[config.mk]
export PLATFORM = sky130hd
export DESIGN_NAME = fetch_stage
export DESIGN_NICKNAME = d
export VERILOG_FILES = /design/src/rtl/fetch_stage.sv
export SDC_FILE = /design/constraint.sdc
export NUM_CORES = 1
export LEC_CHECK = 0
export CAP_MARGIN = 10
export CORE_MARGIN = 2
export CORE_UTILIZATION = 56
export CTS_BUF_LIST = sky130_fd_sc_hd__clkbuf_4
export DETAILED_ROUTE_END_ITERATION = 16
export PLACE_DENSITY = 0.89
export SETUP_SLACK_MARGIN = 0.2
export SLEW_MARGIN = 20
export SYNTH_ARGS = -nofsm -noshare
export SYNTH_HDL_FRONTEND = slang
export SYNTH_SLANG_ARGS = --single-unit
[constraint.sdc]
create_clock -name clk -period 13 [get_ports clk]
set_input_delay 3.9 -clock clk [delete_from_list [all_inputs] [get_ports clk]]
set_output_delay 3.9 -clock clk [all_outputs]
set_load 0.01 [all_outputs]
[src/rtl/fetch_stage.sv]
// Instruction fetch stage: owns the PC, issues single outstanding reads to a
// variable-latency instruction memory and buffers returns in a 2-entry FIFO for decode.
module fetch_stage #(
    parameter logic [15:0] RESET_PC = 16'h0000
) (
    input  logic        clk,
    input  logic        rst,
    output logic        imem_req,
    output logic [15:0] imem_addr,
    input  logic        imem_valid,
    input  logic [15:0] imem_data,
    input  logic        redirect,
    input  logic [15:0] redirect_pc,
    input  logic        if_ready,
    output logic        if_valid,
    output logic [15:0] if_instr,
    output logic [15:0] if_pc,
    output logic [15:0] if_pc_plus2,
    output logic        halted
);

    typedef enum logic [1:0] {StFetch, StWait, StHalt} state_e;

    state_e      state_q, state_d;
    logic [15:0] fetch_pc_q, fetch_pc_d;
    logic [15:0] req_pc_q, req_pc_d;
    logic [15:0] fifo_pc_q    [2];
    logic [15:0] fifo_instr_q [2];
    logic        rd_ptr_q, wr_ptr_q;
    logic [1:0]  count_q, count_d;
    logic        outstanding_q, outstanding_d;
    logic        drop_q, drop_d;
    logic        halt_seen_q, halt_seen_d;
    logic        halted_q, halted_d;

    logic        resp;
    logic        enq;
    logic        deq;
    logic [15:0] redirect_target;

    assign redirect_target = redirect_pc & 16'hFFFE;

    assign if_valid    = (count_q != 2'd0);
    assign if_instr    = if_valid ? fifo_instr_q[rd_ptr_q] : 16'h0000;
    assign if_pc       = if_valid ? fifo_pc_q[rd_ptr_q] : 16'h0000;
    assign if_pc_plus2 = if_valid ? fifo_pc_q[rd_ptr_q] + 16'd2 : 16'h0000;
    assign halted      = halted_q;
    assign imem_addr   = fetch_pc_q;

    // Responses only count while a request is in flight; stray pulses are ignored.
    assign resp = outstanding_q && imem_valid;
    assign enq  = resp && !drop_q && !redirect;
    assign deq  = if_valid && if_ready && !redirect;

    assign imem_req = !rst && (state_q == StFetch) && !halt_seen_q && !redirect &&
                      (({1'b0, count_q} + {2'b00, outstanding_q}) < 3'd2);

    always_comb begin
        state_d       = state_q;
        fetch_pc_d    = fetch_pc_q;
        req_pc_d      = req_pc_q;
        outstanding_d = outstanding_q;
        drop_d        = drop_q;
        halt_seen_d   = halt_seen_q;
        halted_d      = halted_q;

        if (deq && (if_instr[15:12] == 4'hF)) begin
            halted_d = 1'b1;
        end

        unique case (state_q)
            StFetch: begin
                if (imem_req) begin
                    outstanding_d = 1'b1;
                    req_pc_d      = fetch_pc_q;
                    fetch_pc_d    = fetch_pc_q + 16'd2;
                    state_d       = StWait;
                end
            end
            StWait: begin
                if (resp) begin
                    outstanding_d = 1'b0;
                    drop_d        = 1'b0;
                    if (enq && (imem_data[15:12] == 4'hF)) begin
                        halt_seen_d = 1'b1;
                        state_d     = StHalt;
                    end else begin
                        state_d = StFetch;
                    end
                end
            end
            StHalt: ;
            default: state_d = StFetch;
        endcase

        // Redirect overrides everything; a still-pending response is marked for discard.
        if (redirect) begin
            fetch_pc_d  = redirect_target;
            halt_seen_d = 1'b0;
            if (outstanding_q && !imem_valid) begin
                drop_d  = 1'b1;
                state_d = StWait;
            end else begin
                outstanding_d = 1'b0;
                drop_d        = 1'b0;
                state_d       = StFetch;
            end
        end
    end

    always_comb begin
        count_d = count_q;
        case ({enq, deq})
            2'b10:   count_d = count_q + 2'd1;
            2'b01:   count_d = count_q - 2'd1;
            default: count_d = count_q;
        endcase
        if (redirect) begin
            count_d = 2'd0;
        end
    end

    always_ff @(posedge clk) begin
        if (rst) begin
            state_q       <= StFetch;
            fetch_pc_q    <= RESET_PC;
            req_pc_q      <= RESET_PC;
            count_q       <= 2'd0;
            rd_ptr_q      <= 1'b0;
            wr_ptr_q      <= 1'b0;
            outstanding_q <= 1'b0;
            drop_q        <= 1'b0;
            halt_seen_q   <= 1'b0;
            halted_q      <= 1'b0;
        end else begin
            state_q       <= state_d;
            fetch_pc_q    <= fetch_pc_d;
            req_pc_q      <= req_pc_d;
            count_q       <= count_d;
            outstanding_q <= outstanding_d;
            drop_q        <= drop_d;
            halt_seen_q   <= halt_seen_d;
            halted_q      <= halted_d;
            if (redirect) begin
                rd_ptr_q <= 1'b0;
                wr_ptr_q <= 1'b0;
            end else begin
                if (enq) begin
                    fifo_pc_q[wr_ptr_q]    <= req_pc_q;
                    fifo_instr_q[wr_ptr_q] <= imem_data;
                    wr_ptr_q               <= ~wr_ptr_q;
                end
                if (deq) begin
                    rd_ptr_q <= ~rd_ptr_q;
                end
            end
        end
    end

endmodule

Word level (Yosys, flattened, before mapping)
Memories as Yosys holds them, arrays and structs flattened. A register that Yosys moved wholly into a read port is not among the register bits.
Cells that the tools add are included.
- logic and storage cells: 90
- input bits: 37
- memories: 2
- output and inout port bits: 67
- register bits after elaboration: 42
- RAM bits: 64
- add/subtract/negate cells: 5
- order comparisons: 1
- equal/unequal tests: 9
- bitwise operators: 2
- reduce and logical (&&, ||, !) cells: 30
- multiplexer cells: 30
- memories (memory ; depth ; width ; read ports ; clocked after Yosys merged registers in ; wr ports ; line ; RTL):
    fifo_instr_q ; 2 ; 16 ; 1 ; 1 ; 1 ; 28 ; logic [15:0] fifo_instr_q [2];
    fifo_pc_q ; 2 ; 16 ; 1 ; 1 ; 1 ; 27 ; logic [15:0] fifo_pc_q [2];
- operator list (kind ; number):
    16-bit two-way mux ; 6
    16-bit by 2-bit adder with 16-bit output (second input constant) ; 2
    1-bit two-way mux ; 17
    1-bit logical AND ; 12
    2-bit nonzero test ; 6
    4-bit equality test (second input constant) ; 2
    2-bit two-way mux ; 4
    3-bit inequality test (second input constant) ; 2
    2-bit one-hot mux with 3 select lines ; 1
    2-bit AND reduction ; 3
    3-bit AND reduction ; 2
    1-bit zero test ; 5
    2-bit by 1-bit equality test with 1-bit output (second input constant) ; 2
    2-bit equality test (second input constant) ; 2
    2-bit one-hot mux with 2 select lines ; 1
    2-bit by 1-bit adder with 3-bit output ; 1
    3-bit by 2-bit < comparator with 1-bit output (second input constant) ; 1
    2-bit by 1-bit adder with 2-bit output (second input constant) ; 1
    2-bit zero test ; 1
    2-bit inequality test (second input constant) ; 1
    1-bit NOT ; 2
    1-bit one-hot mux with 2 select lines ; 1
    2-bit OR reduction ; 1
    2-bit by 1-bit subtractor with 2-bit output (second input constant) ; 1

Depth between registers and ports, before layout
Gate-level depths: netlist (run 1).
- depth after elaboration: 9
- gate-level depth with buffers: 10
- depth with buffers taken out: 8

Worst setup path before layout (run 1)
OpenSTA, ideal clock, no wires.
- path kind: input-to-output
- from: in redirect
- to: out imem_req
- stages: 7
- data arrival time: 5.022 ns
- setup slack: 4.078 ns
- data required time: 9.100 ns
- buffers on the path: 4
- cell sequence: buf_6 > or2_1 > buf_2 > a211o_1 > buf_2 > inv_2 > buf_2
- cells in the longest elaborated chain, start to end: 3
- ends and longest elaborated chain (element ; line ; RTL):
    from (decl) ; 12 ; input logic redirect,
    1-bit zero test ; 55 ; assign imem_req = !rst && (state_q == StFetch) && !halt_seen_q && !redirect &&
    1-bit logical AND (2 in a row) ; 55 ;
    to (decl) ; 8 ; output logic imem_req,
No other way between the ends.

Worst setup path after layout (run 1)
- from: in rst
- to: out imem_req
- cells in the longest elaborated chain, start to end: 5
- ends and longest elaborated chain (element ; line ; RTL):
    from (decl) ; 7 ; input logic rst,
    1-bit zero test ; 55 ;
    1-bit logical AND (4 in a row) ; 55 ;
No other way between the ends.

==> run_results.csv, run 1 <==
group,metric,value,unit
yosys,syn-cell-area,4550,um2
die,die_area,8850,um2
die,die_w,94.1,um
global_routing,grt_max_degree,44,
detailed_routing,drt_iter0_markers,214,
setup_path,crit_buf_inv,4,
detailed_routing,drt-total-wl,9800,um
placed_design,finalWeightedCongestion,0.848,
finish,antenna_cells,0,
global_routing,overflow,0,
min_path,min_to,"fifo_pc_q[1][13]",
finish,fin_nets,564,
clock_tree,cts_tree,"yes",
power,leakage,0.00188,uW
setup_path,crit_chain,"clkdlybuf4s50_1 -> buf_4 -> or2_1 -> a211o_1 -> inv_2 -> clkdlybuf4s50_1",
min_path,holdCritPathClass,"reg -> reg",
finish,drive_gt1_share,5.86,%
detailed_routing,wl_met1,4250,um
sta,worst_pin_slew,1.07,ns
sta,setup_viol_count_final,0,
job,max-cap-violations,0,
setup_path,critPathMostFrequentCell,"clkdlybuf4s50_1",
setup_path,end_kind,"output port",
sta,finalHoldViolCount,0,
finish,area_growth,26.5,%
sta,finalSetupTns,0,ns
detailed_routing,first_pass_iters,5,
yosys,netlist_instances,431,
clock_tree,clockBufferDepth,2,
yosys,seq_area_frac_synth,59.0,%
clock_tree,cts_num_sinks,103,
global_routing,grt_pass1_vias,3271,
setup_path,r2r_end,"imem_addr[15]",
setup_path,rr_startpoint,"state_q[1]",
sta,min_period,10.78,ns
global_routing,grt_pass1_wl,15500,um
die,num_rows,32,
clock_tree,hold_buffers,0,
global_routing,antenna_found_initial,0,
global_routing,grtUsageTotal,22.5,%
clock_tree,htreeDepth,3,
yosys,syn_area_per_cell,10.5,um2
die,ios,104,
finish,mostFrequentLayoutCell,"clkdlybuf4s50_1",
yosys,yosys.cell_types.count,47,
yosys,synth-edff-count,62,
sta,slew_headroom,28.4,%
detailed_routing,drc,0,
setup_path,worst-path-stages,6,
setup_path,arrival,6.88,ns
clock_tree,ctsResizeCount,0,
finish,most-common-layout-cells,"clkdlybuf4s50_1 (99), nor2_1 (63), edfxtp_1 (62)",
detailed_routing,routed_via_density,5.56,
yosys,yosysWarnings,0,
detailed_routing,vias,3506,
die,die_y,94.1,um
die,start_util,58.2,%
sta,maxSlewViolCount,0,
placed_design,dpl_cell_area,5610,um2
setup_path,critPathTopFamily,"buffers and inverters",
sta,skew,0.0151,ns
clock_tree,worstSkewPairLatency,0.44,ns
power,ir_drop,0.0643,mV
yosys,ys_async_sr_fraction,0,%
yosys,ys_ff_latch,103,
power,power_density,96.9,nW/um2
placed_design,placedCellCount,615,
finish,final_cells,631,
setup_path,cp_max_fo,39,
setup_path,critPathLaunchType,"input pin",
yosys,synth_ff_type,"edfxtp_1",
setup_path,r2r_slack,10.20,ns
sta,fmax,92.8,MHz
min_path,worstHoldStart,"req_pc_q[13]",
sta,whs,0.480,ns
clock_tree,cts-buffers-inserted,9,
setup_path,crit_required,9.10,ns
placed_design,hpwlAfterDp,7000,um
clock_tree,root_buffer,"clkbuf_4",
clock_tree,clkTransAtPathRegs,0.12,ns
clock_tree,post_cts_buffers,0,
placed_design,io_buffers,99,
setup_path,r2r_cells,6,
setup_path,slowest_stage,"a211o_1",
setup_path,path_class,"in -> out",
sta,period_share,82.9,%
sta,rsz0062_at_grt,"false",
detailed_routing,met2_length,4870,um
finish,finalInstanceArea,5750,um2
min_path,min_path_cells,0,
outcome,status,"finished, final reports clean",
detailed_routing,top_layer_used,"met4",
detailed_routing,wl_met3,534,um
detailed_routing,drt.antenna.violating_nets,0,
setup_path,cpPeakStageDelay,0.86,ns
detailed_routing,wl_per_cell,15.5,um
die,core_area,7810,um2
==> synthesized netlist by cell type (all sizes together), types with 9 or more instances <==
| cell | count | area, um2 |
|---|---|---|
| nand2 | 48 | 180 |
| mux2i | 29 | 290 |
| edfxtp | 62 | 1860 |
| dfxtp | 41 | 821 |
| inv | 9 | 33.8 |
| nor3 | 10 | 50.1 |
| a21oi | 36 | 180 |
| nor2 | 64 | 240 |
| clkbuf | 10 | 37.5 |
| nand3 | 13 | 65.1 |
| buf | 16 | 90.1 |
| o21ai | 11 | 55.1 |
==> power by group <==
part	internal [uW]	switching, uW
Sequential	349	6.07
Clock	63.2	98.5
Combinational	20.8	19.5
==> metal layers <==
metal	up-vias	GRT usage, %
li1	1726	-
met5	-	0
met3	10	3.29
met1	1647	29.6
met4	0	7.97
met2	123	38.0
==> state kept, by name, summed over array words and instances, names as in the netlist, named ones only <==
signal and count:
count_q 2, req_pc_q 15, halt_seen_q 1, wr_ptr_q 1, rd_ptr_q 1, fifo_instr_q 32
halted 1, state_q 2, imem_addr 15, drop_q 1, fifo_pc_q 30
==> final cells by class <==
cell class / count / area [um2]
repair buffers: 106 / 1040
fillers: 521 / 2060
clock buffers: 11 / 82.6
clock inverters: 5 / 58.8
well taps: 102 / 128
inverters: 9 / 33.8
multi-input cells: 295 / 1720
flip-flops and latches: 103 / 2680
==> worst max-delay path by stage <==
stage | slack (ns) | from | to
6_report | 2.22 | rst | imem_req
5_1_grt | 2.04 | rst | imem_req
4_1_cts | 2.23 | rst | imem_req
3_5_place_dp | 2.25 | rst | imem_req
3_3_place_gp | 2.28 | rst | imem_req
2_1_floorplan | 4.08 | redirect | imem_req
==> through the flow <==
| step | power [uW] | utilization (%) | setup slack, ns |
|---|---|---|---|
| 2_1_floorplan | 380 | - | 4.08 |
| 3_3_place_gp | 400 | 71.9 | 2.28 |
| 3_5_place_dp | 402 | 71.9 | 2.25 |
| 4_1_cts | 556 | 73.7 | 2.23 |
| 5_1_grt | 574 | 73.7 | 2.04 |
| 6_report | 557 | 73.7 | 2.22 |
==> cells by family (layout without fill, tap and decap cells) <==
group,count (synthesis),count (layout),synth area share (%)
adders and majority gates,3,3,0.826
xor gates and xnor gates,15,15,2.89
other,1,3,0.0825
DFF,103,103,59.0
and+or+nand+nor,171,171,17.2
muxes,31,31,6.88
buffers and inverters,35,131,3.55
AOI/OAI and AO/OA,72,72,9.52
Note: power is estimated with default switching activity, not from simulation.
==> run 2: changes to the inputs <==
- CORE_UTILIZATION: 56 -> 52
- PLACE_DENSITY: 0.89 -> 0.83
- clock period: 13 -> 11.25 ns (I/O delays scaled with it)
==> run_results.csv, run 2 (synthesis gave the netlist of run 1 again) <==
group,metric,value,unit
outcome,status,"finished, final reports clean",
placed_design,finalWeightedCongestion,0.899,
die,die_area,9510,um2
sta,setup_viol_count_final,0,
detailed_routing,drt_iter0_markers,230,
die,core_area,8590,um2
placed_design,io_buffers,99,
finish,fillCellCount,673,
sta,skew,0.0156,ns
setup_path,rr_startpoint,"count_q[0]",
power,switching_share,24.2,%
power,ir_drop,0.0487,mV
sta,fmax,111,MHz
sta,min_period,8.99,ns
sta,rsz0062_at_grt,"false",
detailed_routing,wl_per_cell,14.4,um
sta,maxSlewViolCount,0,
detailed_routing,vias,3492,
finish,area_growth,26.3,%
detailed_routing,drc,0,
detailed_routing,first_pass_iters,4,
setup_path,end_kind,"output port",
global_routing,grt_pass1_vias,3393,
power,p_seq_share,65.5,%
clock_tree,clkTransAtPathRegs,0.15,ns
setup_path,r2r_slack,9.10,ns
clock_tree,ctsResizeCount,0,
finish,largest_register,"fifo_instr_q",
global_routing,grt_pass1_wl,15500,um
global_routing,grtUsageTotal,19.7,%
die,die_w,97.5,um
setup_path,cpPeakStageDelay,0.61,ns
clock_tree,post_cts_buffers,0,
setup_path,path_class,"in -> out",
finish,largest_register_ffs,32,
detailed_routing,drt-total-wl,9170,um
clock_tree,worstSkewPairLatency,0.43,ns
min_path,min_path_cells,0,
setup_path,critPathMostFrequentCell,"clkdlybuf4s50_1",
power,p_int,476,uW
clock_tree,root_buffer,"clkbuf_4",
global_routing,antenna_found_initial,0,
setup_path,cp_max_fo,39,
finish,mostFrequentLayoutCell,"clkdlybuf4s50_1",
die,die_y,97.5,um
setup_path,r2r_end,"count_q[1]",
min_path,holdCritPathClass,"reg -> reg",
clock_tree,cts-buffers-inserted,9,
detailed_routing,routed_via_density,5.48,
min_path,worstHoldStart,"req_pc_q[14]",
sta,finalHoldViolCount,0,
setup_path,arrival,5.62,ns
power,combPwrFrac,7.3,%
die,ios,104,
detailed_routing,drt.antenna.violating_nets,0,
die,start_util,52.9,%
setup_path,slowest_stage,"clkdlybuf4s50_1",
finish,most-common-layout-cells,"clkdlybuf4s50_1 (99), nor2_1 (63), edfxtp_1 (62)",
setup_path,r2r_cells,8,
clock_tree,cts_num_sinks,103,
sta,slew_headroom,29.1,%
sta,period_share,80.0,%
die,num_rows,34,
sta,finalSetupTns,0,ns
power,power_density,109,nW/um2
min_path,min_to,"fifo_pc_q[0][14]",
clock_tree,cts_tree,"yes",
placed_design,hpwlAfterDp,6380,um
finish,largestRegisters,"fifo_instr_q (32), fifo_pc_q (30)",
job,max-cap-violations,0,
clock_tree,clockBufferDepth,2,
global_routing,grt_max_degree,45,
clock_tree,htreeDepth,3,
sta,worst_pin_slew,1.06,ns
setup_path,crit_required,7.88,ns
finish,postLayoutCoreUtil,66.8,%
power,leakage,0.00186,uW
finish,fin_nets,564,
clock_tree,hold_buffers,0,
global_routing,overflow,0,
finish,drive_gt1_share,6.05,%
finish,antenna_cells,0,
power,p_sw,152,uW
setup_path,critPathLaunchType,"input pin",
setup_path,crit_chain,"clkdlybuf4s50_1 -> buf_4 -> or2_1 -> a211o_1 -> inv_2 -> clkdlybuf4s50_1",
power,power_frac_clock,27.2,%
run 2: cell count changes in the layout (fill, tap and decap cells not counted), sizes merged:
cell	before	now
clkbuf	11	9
clkinv	3	1
bufinv	1	0
clkinvlp	1	3
inv	9	12
run 2: through the flow:
step | power [uW] | area, um2 | cells | setup WS, ns | hold slack, ns
finish | 627 | 5740 | 637 | 2.26 | 0.474
global route | 651 | 5740 | 637 | 2.09 | 0.484
floorplan | 439 | 4550 | 433 | 3.38 | 0.425
CTS | 630 | 5740 | 637 | 2.26 | 0.478
detailed placement | 464 | 5620 | 621 | 2.26 | 0.442
global placement | 463 | 5620 | 621 | 2.27 | 0.434
run 2: worst max-delay path, delay by kind of cell:
family,cells,cell delay [ns]
AO/OA/AOI/OAI,1,0.32
buffers and inverters,4,1.55
AND/OR/NAND/NOR,1,0.35
run 2: area by class of cell:
cell class	count	area, um2	area share, %
clock buffers	9	67.6	1.18
multi-input cells	295	1720	30.0
flip-flops and latches	103	2680	46.8
clock inverters	7	55.1	0.959
well taps	108	135	2.35
repair buffers	106	1040	18.2
inverters	9	33.8	0.588
run 2: worst max path at each step:
stage | from | to | slack [ns] | depth (start not counted)
floorplan | redirect | imem_req | 3.38 | 7
global placement | rst | imem_req | 2.27 | 6
detailed placement | rst | imem_req | 2.26 | 6
CTS | rst | imem_req | 2.26 | 6
global route | rst | imem_req | 2.09 | 6
finish | rst | imem_req | 2.26 | 6
run 2: power by group through the flow:
| stage | logic (uW) | clock network, uW | registers [uW] |
|---|---|---|---|
| finish | 45.9 | 171 | 411 |
| global route | 50.4 | 189 | 412 |
| CTS | 45.9 | 174 | 410 |
| detailed placement | 45.6 | 0 | 419 |
| global placement | 44.6 | 0 | 418 |
| floorplan | 20.5 | 0 | 418 |
run 2: layer usage:
layer / up-vias / GRT usage, % / part of all wire [%] / routed length [um]
met1: 1632 / 27.5 / 47 / 4330
met3: 2 / 3.38 / 7.3 / 669
met5: - / 0 / 0 / 0
met4: 0 / 7.05 / 0.31 / 28
met2: 135 / 31.2 / 45 / 4140
li1: 1723 / - / - / -
